==> src/rtl/text_scroller_pkg.sv <==
`default_nettype none
// ============================================================================
// Module      : text_scroller_pkg
// Description : Constants and helpers shared by the text scroller and the
//               4-digit ASCII seven-segment display driver it feeds.
//               Contents:
//                 ASCII_SPACE - blank character code
//                 BLANK_WORD  - four blank characters, one display word
//                 CLK_HZ      - system clock frequency
//                 pack_chars  - joins four characters, leftmost digit first
// Revision    : 1.0 - initial release
// ============================================================================
package text_scroller_pkg;

  localparam logic [7:0]  ASCII_SPACE = 8'h20;
  localparam logic [31:0] BLANK_WORD  = 32'h20202020;
  localparam int unsigned CLK_HZ      = 100000000;

  // Leftmost digit ends up in bits 31:24, which is the order the display
  // driver scans its digits in.
  function automatic logic [31:0] pack_chars(input logic [7:0] c0,
                                             input logic [7:0] c1,
                                             input logic [7:0] c2,
                                             input logic [7:0] c3);
    return {c0, c1, c2, c3};
  endfunction

endpackage
`default_nettype wire

==> src/rtl/text_scroller_tick_gen.sv <==
`default_nettype none
// ============================================================================
// Module      : tick_gen
// Description : Periodic one-cycle enable pulse. Counts 0..TICKS-1 while en
//               is high and pulses tick during the last count; the count is
//               held at 0 while en is low, so the first pulse arrives TICKS
//               cycles after en rises. Used as a clock enable rather than as
//               a derived clock.
// Ports       : clk   in  system clock
//               reset in  asynchronous active-high reset
//               en    in  count enable; low holds the count at 0
//               tick  out one-cycle pulse every TICKS enabled cycles
// Revision    : 1.0 - initial release
// ============================================================================
module tick_gen
  import text_scroller_pkg::*;
#(
  parameter int TICKS = 25000000
) (
  input  logic clk,
  input  logic reset,
  input  logic en,
  output logic tick
);

  localparam int            CNT_W = (TICKS > 2) ? $clog2(TICKS) : 1;
  localparam logic [CNT_W-1:0] LAST = CNT_W'(TICKS - 1);

  logic [CNT_W-1:0] count;

  always_ff @(posedge clk or posedge reset) begin
    if (reset) begin
      count <= '0;
    end else if (!en) begin
      count <= '0;
    end else if (count == LAST) begin
      count <= '0;
    end else begin
      count <= count + CNT_W'(1);
    end
  end

  // Gated by en so that dropping en in the terminal cycle suppresses the pulse.
  assign tick = en && (count == LAST);

endmodule
`default_nettype wire

==> src/rtl/text_scroller.sv <==
`default_nettype none
// ============================================================================
// Module      : text_scroller
// Description : Marquee source for the 4-digit ASCII display driver. Stores
//               up to DEPTH characters and presents a registered 4-character
//               window that scrolls through the message followed by four
//               blank pads. Scrolling advances on an internal step timer
//               while run is high, or on single step pulses.
// Ports       : clk      in   system clock
//               reset    in   asynchronous active-high reset
//               wr_en    in   append wr_char this cycle
//               wr_char  in   [7:0] character to append
//               clear    in   synchronous clear of buffer and scroll state
//               run      in   level, enables automatic scrolling
//               step     in   one-cycle pulse, advance the window by one
//               word     out  [31:0] display word, [31:24] = leftmost char
//               len      out  characters currently stored
//               full     out  len == DEPTH
//               overflow out  sticky, a write was attempted while full
// Revision    : 1.0 - initial release
// ============================================================================
module text_scroller
  import text_scroller_pkg::*;
#(
  parameter int DEPTH      = 16,
  parameter int STEP_TICKS = 25000000
) (
  input  logic                     clk,
  input  logic                     reset,
  input  logic                     wr_en,
  input  logic [7:0]               wr_char,
  input  logic                     clear,
  input  logic                     run,
  input  logic                     step,
  output logic [31:0]              word,
  output logic [$clog2(DEPTH):0]   len,
  output logic                     full,
  output logic                     overflow
);

  localparam int AW = $clog2(DEPTH);
  localparam int LW = AW + 1;
  // Position arithmetic width: covers the virtual length DEPTH+4 and the
  // unreduced pos+3 sum before its modulo correction.
  localparam int CW = AW + 3;

  logic [7:0]    msg_buf [DEPTH];
  logic [CW-1:0] pos;
  logic [CW-1:0] vlen;
  logic [CW-1:0] pos_next;
  logic [31:0]   window;
  logic          tick;
  logic          tick_en;
  logic          advance;
  logic          write_ok;

  // Clearing the timer through its enable keeps tick_gen's port list
  // minimal: a low enable already forces the count back to 0.
  assign tick_en = run && !clear;

  tick_gen #(
    .TICKS (STEP_TICKS)
  ) u_tick_gen (
    .clk   (clk),
    .reset (reset),
    .en    (tick_en),
    .tick  (tick)
  );

  // Virtual message length: stored characters plus four blank pads.
  assign vlen     = CW'(len) + CW'(4);
  assign full     = (len == LW'(DEPTH));
  assign write_ok = wr_en && !full;
  // A coincident tick and step collapse into a single advance; an empty
  // buffer pins the window at position 0.
  assign advance  = (tick || step) && (len != '0);
  assign pos_next = (pos == vlen - CW'(1)) ? '0 : pos + CW'(1);

  // Window character g sits at (pos+g) mod vlen. Since pos < vlen and
  // g <= 3 < vlen, one conditional subtraction performs the modulo.
  // Indices at or beyond len fall in the pad region and read as blanks.
  for (genvar g = 0; g < 4; g++) begin : g_window
    logic [CW-1:0] raw_idx;
    logic [CW-1:0] idx;
    assign raw_idx = pos + CW'(g);
    assign idx     = (raw_idx >= vlen) ? raw_idx - vlen : raw_idx;
    assign window[31-8*g -: 8] = (idx < CW'(len)) ? msg_buf[idx[AW-1:0]]
                                                   : ASCII_SPACE;
  end

  // Message storage carries no reset; len alone defines which entries are
  // meaningful.
  always_ff @(posedge clk) begin
    if (write_ok && !clear) begin
      msg_buf[len[AW-1:0]] <= wr_char;
    end
  end

  always_ff @(posedge clk or posedge reset) begin
    if (reset) begin
      len      <= '0;
      pos      <= '0;
      overflow <= 1'b0;
      word     <= BLANK_WORD;
    end else begin
      // The word follows the state registers by one cycle.
      word <= window;
      if (clear) begin
        len      <= '0;
        pos      <= '0;
        overflow <= 1'b0;
      end else begin
        // pos wraps against the current len; a write landing in this same
        // cycle only lengthens the message from the next cycle on.
        if (advance) begin
          pos <= pos_next;
        end
        if (write_ok) begin
          len <= len + LW'(1);
        end else if (wr_en) begin
          overflow <= 1'b1;
        end
      end
    end
  end

endmodule
`default_nettype wire

==> config.mk <==
export PLATFORM = sky130hd
export DESIGN_NAME = text_scroller
export DESIGN_NICKNAME = d
export VERILOG_FILES = /design/src/rtl/text_scroller_pkg.sv /design/src/rtl/text_scroller_tick_gen.sv /design/src/rtl/text_scroller.sv
export SDC_FILE = /design/constraint.sdc
export NUM_CORES = 1
export LEC_CHECK = 0
export CAP_MARGIN = 5
export CORE_MARGIN = 2
export CORE_UTILIZATION = 35
export CTS_CLUSTER_DIAMETER = 40
export DETAILED_ROUTE_END_ITERATION = 8
export SETUP_SLACK_MARGIN = 0.15
export SLEW_MARGIN = 10
export SYNTH_ARGS = -nofsm -noshare
export SYNTH_HDL_FRONTEND = slang
export SYNTH_SLANG_ARGS = --single-unit
==> constraint.sdc <==
create_clock -name clk -period 4.6 [get_ports clk]
set_clock_uncertainty 0.1 [all_clocks]
set_input_delay 0.92 -clock clk [delete_from_list [all_inputs] [get_ports clk]]
set_output_delay 0.92 -clock clk [all_outputs]
set_load 0.005 [all_outputs]
==> After elaboration in Yosys (flattened, before gate mapping) <==
Memories as Yosys holds them, arrays and structs flattened.
Cells that the tools add are included.
{ "op_classes": {"n_addsub": 11, "n_mul": 0, "div_mod_pow": 0, "n_lt_le_gt_ge": 8, "n_eq_ne": 4, "shift": 0, "muxes": 20, "bitwise": 0, "n_reduce_logical": 13} }
{ "ops": {"columns": ["cell", "n"], "rows": [
  ["$mux 25", 2],
  ["$mux 7", 7],
  ["$mux 8", 4],
  ["$ge 7x6->1", 4],
  ["$lt 7x5->1", 4],
  ["$sub 7x6->7", 4],
  ["$add 25x1->25 const B", 1],
  ["$eq 25x25->1 const B", 1],
  ["$add 7x2->7 const B", 2],
  ["$mux 5", 2],
  ["$add 7x1->7 const B", 1],
  ["$eq 7x7->1", 1],
  ["$sub 6x1->7 const B", 1],
  ["$add 5x3->6 const B", 1],
  ["$reduce_bool 2->1", 3],
  ["$add 5x1->5 const B", 1],
  ["$eq 5x5->1 const B", 1],
  ["$logic_and 1x1->1", 5],
  ["$mux 1", 5],
  ["$reduce_bool 5->1", 1],
  ["$logic_not 1->1", 2],
  ["$ne 2x2->1 const B", 1],
  ["$reduce_and 2->1", 1],
  ["$logic_or 1x1->1", 1]
]} }
{ "totals": {"register_bits": 70, "latch_bits": 0, "ram_bits": 128, "romBits": 0, "inputBits": 14, "output_inout_bits": 39, "word_cells": 62, "n_memories": 1} }
{ "memory_table": {"columns": ["memory", "words", "width", "rd", "rd_ports_with_merged_regs", "write_ports", "line", "rtl"], "rows": [
  ["msg_buf", 16, 8, 4, 0, 1, "text_scroller.sv:47", "logic [7:0] msg_buf [DEPTH];"]
]} }

==> Longest topological paths before layout <==
{ "depth": {"word_depth": 7, "depth_mapped": 22, "depth_no_buf": 19} }

==> By module <==
Synthesis repeated with hierarchy kept, for this count alone.
{ "unflattened": {"hier_cells": 1335, "area_unflattened_um2": 14073.5} }
{ "modules_own_cells": {"columns": ["module", "n_inst", "cells_per_inst", "area_per_inst_um2", "seq_area_each_um2"], "rows": [
  ["text_scroller", 1, 1184, 12697.2, 4974.8],
  ["tick_gen", 1, 151, 1376.3, 625.6]
]} }

==> Worst setup path after synthesis <==
Ideal clock, no wire load.
{ "synth_path": {"path_kind": "register to register", "startpoint": "register pos[0]", "endpoint": "register word[5]", "setup_ps": 100, "t_arrival_ps": 4741, "setup_slack_ps": -340, "stages_incl_launch_ff": 19, "path_buffers": 2, "cell_sequence": "dfrtp_1 -> clkbuf_1 -> clkinv_1 -> ha_1 -> clkbuf_1 -> inv_1 -> ha_1 -> nor2b_1 -> o31a_1 -> o31ai_1 -> nand2_1 -> mux2i_1 -> inv_1 -> ha_1 -> a21o_1 -> a211oi_1 -> nand4_1 -> a221oi_1 -> o2111ai_1"} }
{ "synth_via": {"elab_chain_cells": 5, "elab_cells_between_ends": 7} }
{ "synth_rtl": {"columns": ["item", "line", "rtl"], "rows": [
  ["start: declaration", "text_scroller.sv:48", "logic [CW-1:0] pos;"],
  ["start signal: assignment", "text_scroller.sv:116", "pos <= pos_next;"],
  ["$add 7x2->7 *", "text_scroller.sv:85", "assign raw_idx = pos + CW'(g);"],
  ["$sub 7x6->7 or $ge 7x6->1 (tied branches)", "text_scroller.sv:86", "assign idx = (raw_idx >= vlen) ? raw_idx - vlen : raw_idx;"],
  ["$mux 7 *", "text_scroller.sv:86", null],
  ["$lt 7x5->1 or $mem_v2 16x8 (tied branches)", null, null],
  ["$mux 8 *", "text_scroller.sv:87", "assign window[31-8*g -: 8] = (idx < CW'(len)) ? msg_buf[idx[AW-1:0]]"],
  ["via window[5]", "text_scroller.sv:51", "logic [31:0] window;"],
  ["end signal: assignment", "text_scroller.sv:107", "word <= window;"],
  ["end: declaration", "text_scroller.sv:35", "output logic [31:0] word,"]
]} }
Mark *: on every way through the listed nets, which the timed path passes. The rest lies on a longest branch.
A chain may end at the register's enable or synchronous reset.

==> Final worst setup path <==
{ "layout_path": {"startpoint": "register len[2]", "endpoint": "register word[13]"} }
{ "layout_via": {"elab_chain_cells": 5, "elab_cells_between_ends": 7} }
{ "layout_rtl": {"columns": ["item", "line", "rtl"], "rows": [
  ["start: declaration", "text_scroller.sv:36", "output logic [$clog2(DEPTH):0] len,"],
  ["start signal: assignment", "text_scroller.sv:119", "len <= len + LW'(1);"],
  ["$add 5x3->6", "text_scroller.sv:71", "assign vlen = CW'(len) + CW'(4);"],
  ["$sub 7x6->7 or $ge 7x6->1 (tied branches)", "text_scroller.sv:86", null],
  ["$mux 7", "text_scroller.sv:86", null],
  ["$lt 7x5->1 or $mem_v2 16x8 (tied branches)", null, null],
  ["$mux 8 *", "text_scroller.sv:87", null],
  ["via window[13]", "text_scroller.sv:51", null]
]} }
Marks and branches as above.

==> results.json <==
{
  "h-tree-depth": 4,
  "clockBufferDepth": 2,
  "r2r_slack_ps": 300,
  "hold_end": "u_tick_gen.count[0]",
  "area_delta_synth_final_pct": 18.45,
  "slew_headroom_pct": 35.61,
  "post-place-ws_ps": -99.41,
  "fin_crit_sh_pct": 93.55,
  "yosys_most_used_dff": "edfxtp_1",
  "status": "finished clean",
  "cts_tree": "yes",
  "period_needed_ps": 4303,
  "grt_max_degree": 55,
  "postSynth.asyncResetShare_pct": 35.35,
  "synth_edf_count": 128,
  "synth.yosys.seq_area_share_pct": 41.18,
  "wirelength_mm": 47.51,
  "vias": 11650,
  "die_h_um": 201.1,
  "synth_top_area_share_pct": 28.26,
  "max_freq_mhz": 232.4,
  "clk_pin_slew_ps": 80,
  "num_rows": 72,
  "grt_pass1_vias": 11150,
  "dieWidth_um": 201.1,
  "r2r-end": "word[13]",
  "drtIter0Drc": 1401,
  "place_area_um2": 15220,
  "layout_setup_ws_ps": 296.9,
  "leakage_uw": 0.006506,
  "worstRegToRegCells": 18,
  "worstSetupEndpointType": "register",
  "dp_hpwl_mm": 34.20,
  "hold_violations": 0,
  "yosys_warnings": 0,
  "viasPerCell": 5.953,
  "antenna_found_initial": 2,
  "vdd_drop_max_v": 0.0002602,
  "drc": 0,
  "holdWs_ps": 386.7,
  "final_layout_size_suffix_gt1_share_pct": 14.06,
  "worst_r2r_startpoint": "len[2]",
  "synth_nets": 1394,
  "holdCritPathClass": "reg -> reg",
  "wl_per_cell_um": 24.28,
  "cts_sinks": 198,
  "nNetsFinal": 1494,
  "netlist_instances": 1324,
  "tightest_slew_ps": 962.9,
  "cp-start-kind": "register",
  "syn_avg_cell_area_um2": 10.27,
  "gp_congestion": 0.9670,
  "tns_ps": 0,
  "synth_area_leaders": "edfxtp_1 (28%), mux2i_1 (13%), dfrtp_1 (12%)",
  "grt_setup_unrepaired": "yes",
  "placement.io_buffers": 52,
  "drtPass1Iterations": 5,
  "cts-buffers-inserted": 17,
  "ys_ff_latch": 198,
  "maxCapViolCount": 0,
  "ctsHoldBuffers": 0,
  "clkLatencyLatePin_ps": 480,
  "synth.largest_area_cell": "edfxtp_1",
  "pin_count": 53,
  "drt.antenna.violating_nets": 0,
  "grt.overflow.total": 0,
  "finalInstanceArea_um2": 16110,
  "core_um2": 38470,
  "synthTopCellsByCount": "mux2i_1 (177), nand2_1 (152), edfxtp_1 (128)",
  "min_from": "u_tick_gen.count[0]",
  "syn_area_um2": 13600,
  "setup_viol": 0,
  "synth_most_common_cell": "mux2i_1",
  "grt_pass1_wl_mm": 70.83,
  "start_util_pct": 35.36,
  "synth.distinct_cells": 75,
  "slew_violations": 0,
  "cp.required_ps": 4890,
  "worstPathMaxFanout": 6,
  "fp.dieArea_um2": 40450,
  "root_buffer": "clkbuf_16",
  "power.density_nw_per_um2": 347.6,
  "critPathArrivalTime_ps": 4590,
  "grt_use_total_pct": 23.53,
  "crit_type": "reg -> reg",
  "whs_path_depth": 1
}
-- repair_timing --
action | 4_1_cts | 5_1_grt
endpoints found under the setup margin | 9 | 31
pin swaps | 1 | 1
buffers inserted | 1 | 4
hold endpoints to repair | 0 | 0
resized for setup | 5 | 30
-- worst max path at each step --
stage | from | endpoint | cells past startpoint
floorplan | pos[0] | word[5] | 18
global placement | len[3] | word[26] | 18
detailed placement | len[3] | word[24] | 18
CTS | len[2] | word[26] | 17
global route | pos[1] | word[5] | 18
finish | len[2] | word[13] | 18
-- layout make-up --
type / instances / area (um2)
fill: 3679 / 22360
clock buffer: 17 / 425.4
inverter: 37 / 148.9
timing repair buffer: 143 / 1266
multi-input combinational: 1027 / 7774
sequential: 198 / 5605
antenna: 2 / 5.005
tap: 518 / 648.1
clock inverter: 15 / 237.7
-- flip-flops by register name (all words and copies together), names as in the netlist --
register	count
len	5
msg_buf	128
overflow	1
pos	7
u_tick_gen.count	25
word	32
-- routing by layer --
layer / vias up / wire length [um] / track usage (%)
met5: - / 0 / 0
li1: 5260 / - / -
met3: 83 / 4550 / 6.479
met4: 0 / 1532 / 8.201
met2: 571 / 21130 / 36.02
met1: 5736 / 20300 / 31.96
-- power by group --
part           leakage [uW]  internal (uW)  switching, uW
clock network      0.000319            936            771
logic               0.00409            816           1010
registers           0.00209           2000           65.7
-- placed cells by master (no fill, tap or decap), types with 17 or more instances in the layout --
master	synthesis	routed
o22ai_1	25	25
clkbuf_16	0	17
and3_1	24	24
dfrtp_1	66	62
nand4_1	19	19
nand3_1	61	61
nand2_1	152	149
xor2_1	28	24
a21oi_1	39	38
edfxtp_1	128	128
inv_1	32	28
a211oi_1	18	18
o22a_1	57	57
mux2i_1	177	173
nor2_1	70	69
xnor2_1	33	31
ha_1	52	47
buf_4	3	86
o21ai_0	40	40
clkdlybuf4s50_1	0	52
-- per-stage QoR --
step / utilization, % / std cells / total power, uW
final: 41.88 / 1957 / 5601
after CTS: 41.38 / 1951 / 5570
after global placement: 39.57 / 1918 / 3853
after floorplan: - / 1324 / 3133
after global routing: 41.87 / 1956 / 5806
after detailed placement: 39.57 / 1918 / 3869
-- critical path: stages, from the launching register on --
cell and delay (ps):
dfrtp_2 430, ha_1 240, xnor2_2 300, buf_4 200, ha_1 270, nand4_1 110, o2bb2ai_1 80, or2_4 300
o21ai_4 190, and2_4 180, inv_4 30, ha_1 280, a21o_1 190, a21o_1 170, a21oi_1 130, o31a_1 140
o211ai_1 110, a221o_1 270, or4_1 480
-- logic make-up after synthesis --
kind of cell             count (synthesis)  synth area share (%)
adder cells (fa/ha/maj)                 56                 5.373
AND/OR/NAND/NOR                        402                 14.05
flip-flops                             198                 41.18
XOR/XNOR                                61                 3.928
AO/OA/AOI/OAI                          313                 16.93
multiplexers                           195                 15.21
buffers and inverters                   99                 3.339
Power figures use the tool's default switching activity.
==> patch 1 (config.mk and constraints unchanged) <==
The parameter `STEP_TICKS` goes from 25000000 to 12500000.
--- a/src/rtl/text_scroller.sv
+++ b/src/rtl/text_scroller.sv
@@ -24,5 +24,5 @@
 #(
   parameter int DEPTH      = 16,
-  parameter int STEP_TICKS = 25000000
+  parameter int STEP_TICKS = 12500000
 ) (
   input  logic                     clk,
Behaviour: same outputs for any inputs over 4 cycles, from zero or initial values and one cycle with reset high; that may be too few to reach the edited logic, so the function may still have changed.
==> patch 1 against the original RTL <==
Core utilization up 0.97 points. Worst setup slack worse by 68 ps. Total power decreased by 4.7%. Sequential share of layout area decreased by 0.28 points. Wire length is 2.6% higher. Die area shrank 1.3%. Sequential cell count fell by 1. Synthesized area decreased by 1.3%. Final area rose by 0.41%. Cell count fell by 3.7%. Global-route usage is 1.2 points higher. Non-clock buffer count up 21. Critical path type unchanged. Highest routed layer unchanged.
==> patch 1: results <==
[setup_path]
crit_path_start = "pos[1]"
arrival_ps = 4650
cp_slowest_cell = "dfrtp_2"
worst_path_largest_cell_delay_ps = 430
cp_max_fo = 5

[clock_network]
clk_latency_ps = 450

[placement]
dpl-instance-area_mm2 = 0.0153
place_ws_ps = 25.9
gp_congestion = 0.931

[synthesis]
yosysUniqueCellTypes = 66
seq_area_frac_synth_pct = 41.5
syn_nets = 1313
synth_area_leaders = "edfxtp_1 29%, mux2i_1 14%, dfrtp_1 12%, ha_1 4.8%, o22a_1 2.9%"
postSynth.asyncResetShare_pct = 35.0

[pwr]
power_switching_mw = 1.83
total_leakage_power_nw = 6.47
ir_drop_v = 0.000253

[layout]
antennaDiodeCount = 0
num-nets-final = 1431

[detailed_routing]
routed_wl_mm = 48.7
dr.pass1.iters = 6

[timing]
max_slew_margin_pct = 33.6

[grt]
grt_usage_pct = 24.7
grt_pass1_vias = 11200
grt_max_degree = 50
grt_pass1_wl_mm = 71.6

[run_status]
outcome = "complete, no violations"
-- patch 1: cell count changes after synthesis, moves of 11 or more --
cell      change
a21boi_0     -12
a311oi_1     -13
a32oi_1      +11
buf_1        +11
buf_2        -16
clkbuf_1     +13
mux2i_1      +15
nand2_1      -59
nand3_1      -35
o22a_1       -12
-- patch 1: metal layers --
layer	up-vias	global-route usage, %	share of wire (%)
met5	-	0	0
met4	0	12.5	5.2
met3	140	5.02	10
met2	635	37.1	43
met1	5641	33.8	42
li1	5058	-	-
-- patch 1: cell type report --
type	count	area [um2]
Tap cell	511	639
Sequential cell	197	5580
Fill cell	3495	21600
Timing Repair Buffer	164	1450
Clock inverter	15	175
Clock buffer	17	425
Multi-Input combinational cell	950	7790
Inverter	31	118
-- patch 1: logic make-up (layout without fill, tap and decap cells) --
logic type      Yosys count  count (layout)  share of synthesized area (%)
xor+xnor                 56              56                           3.65
simple gates            311             311                           11.3
mux                     219             219                           18.2
flops                   197             197                           41.5
fa+ha+maj                56              56                           5.44
compound gates          308             308                           17.0
buf+inv                  96             227                           2.88
-- patch 1: per-stage QoR --
step | std cells | total power, mW
floorplan | 1243 | 3.03
global placement | 1840 | 3.73
detailed placement | 1840 | 3.74
CTS | 1877 | 5.28
global route | 1885 | 5.52
finish | 1885 | 5.34
-- patch 1: path summary, 6_finish.rpt --
kind                                  endpoint  slack, ps  depth (start not counted)
min in group asynchronous             word[30]        690                          2
setup reg to reg                       word[5]        230                         21
max in group asynchronous             word[21]       2910                          3
hold / removal             u_tick_gen.count[0]        400                          1
hold reg to reg            u_tick_gen.count[0]        400                          1
setup / recovery                       word[5]        230                         21
-- patch 1: repair_timing --
action | 4_1_cts | 5_1_grt
endpoints found under the setup margin | 16 | 31
resized for setup | 14 | 37
setup buffers | 5 | 8
pin swaps | 9 | 11
==> patch 2 (config.mk and constraints unchanged) <==
Without the edit above. Reset style: synchronous (`reset`), changed in 2 clocked blocks. Comments in the files are not updated.
--- a/src/rtl/text_scroller_tick_gen.sv
+++ b/src/rtl/text_scroller_tick_gen.sv
@@ -29,5 +29,5 @@
   logic [CNT_W-1:0] count;
 
-  always_ff @(posedge clk or posedge reset) begin
+  always_ff @(posedge clk) begin
     if (reset) begin
       count <= '0;
--- a/src/rtl/text_scroller.sv
+++ b/src/rtl/text_scroller.sv
@@ -97,5 +97,5 @@
   end
 
-  always_ff @(posedge clk or posedge reset) begin
+  always_ff @(posedge clk) begin
     if (reset) begin
       len      <= '0;
Check against the original RTL: differs if reset is asserted again (counterexample within 4 cycles, from zero or initial values and one cycle with reset high); with reset held inactive, the same outputs for 4 cycles.
==> patch 2 against the original RTL <==
Die area down 2.2%. Synthesized area fell by 2.3%. Sequential cell count stayed put. Critical path depth shrank 1. Cell count shrank 1.3%. Via count decreased by 1.9%. Core utilization is 1.2 points higher. Final area grew 0.23%. Wire length fell by 3.9%. Worst setup slack got worse by 39 ps. Largest cell class unchanged.
Power is not compared: it rests on default switching activity, and its combinational part moved more than twofold at a synthesized area within 25%.
==> patch 2: results <==
[run_status]
outcome = "complete, no violations"

[clock_network]
post_cts_buffers = 4
cts_resized = 11
clk_latency_ps = 460

[placement]
dpl-instance-area_mm2 = 0.0150
gp_congestion = 0.940
placed_cells = 1869

[layout]
clk_share_pct = 3.67
buffers = 157
drive_gt1_share_pct = 18.1
multiInputGateArea_mm2 = 0.00816
antennaDiodeCount = 0
design.seq.count = 198
fin_area_mm2 = 0.0161
multi_input_cells = 1003
inverters = 31
fillers = 3607

[synthesis]
syn_nets = 1355
seq_area_frac_synth_pct = 39.5
postSynth.asyncResetShare_pct = 0
avgSynthCellArea_um2 = 10.4
synth_area_leaders = "edfxtp_1 29%, mux2i_1 17%, dfxtp_1 11%, ha_1 5.0%, o22a_1 3.7%"
synthTopCellsByCount = "227 x mux2i_1, 128 x edfxtp_1, 82 x nor2_1"
yosysUniqueCellTypes = 72

[detailed_routing]
drtIter0Drc = 1142
vias_per_cell = 5.92
routed_wl_mm = 45.7
dr.pass1.iters = 6

[grt]
grt_usage_pct = 23.1
antenna_found_initial = 0
grt_max_degree = 60
grt_pass1_wl_mm = 67.7
grt_pass1_vias = 10800

[setup_path]
worstRegToRegCells = 17
worst_path_largest_cell_delay_ps = 540
cp_max_fo = 5
cp_slowest_cell = "or4b_1"

[timing]
max_freq_mhz = 230
fin_hold_ws_ps = 351
tightest_slew_ps = 770
==> patch 2: path summary, 6_finish.rpt <==
kind / endpoint / startpoint
hold reg to reg: u_tick_gen.count[0] / u_tick_gen.count[0]
setup reg to reg: word[13] / pos[1]
hold / removal: u_tick_gen.count[0] / u_tick_gen.count[0]
setup / recovery: word[13] / pos[1]
==> patch 2: metal layers <==
layer / global-route usage (%) / vias up / wire length, um
li1: - / 5232 / -
met1: 33.0 / 5561 / 20800
met2: 34.7 / 557 / 19600
met3: 4.95 / 83 / 4040
met4: 7.24 / 0 / 1220
met5: 0 / - / 0
==> patch 2: cells by family (layout without fill, tap and decap cells) <==
logic type      after synthesis  count (layout)  share of synthesized area, %
flops                       198             198                          39.5
fa+ha+maj                    57              57                          5.59
mux                         258             258                          19.7
simple gates                310             310                          11.6
xor+xnor                     57              57                          3.76
buf+inv                      83             220                          2.68
compound gates              321             321                          17.2
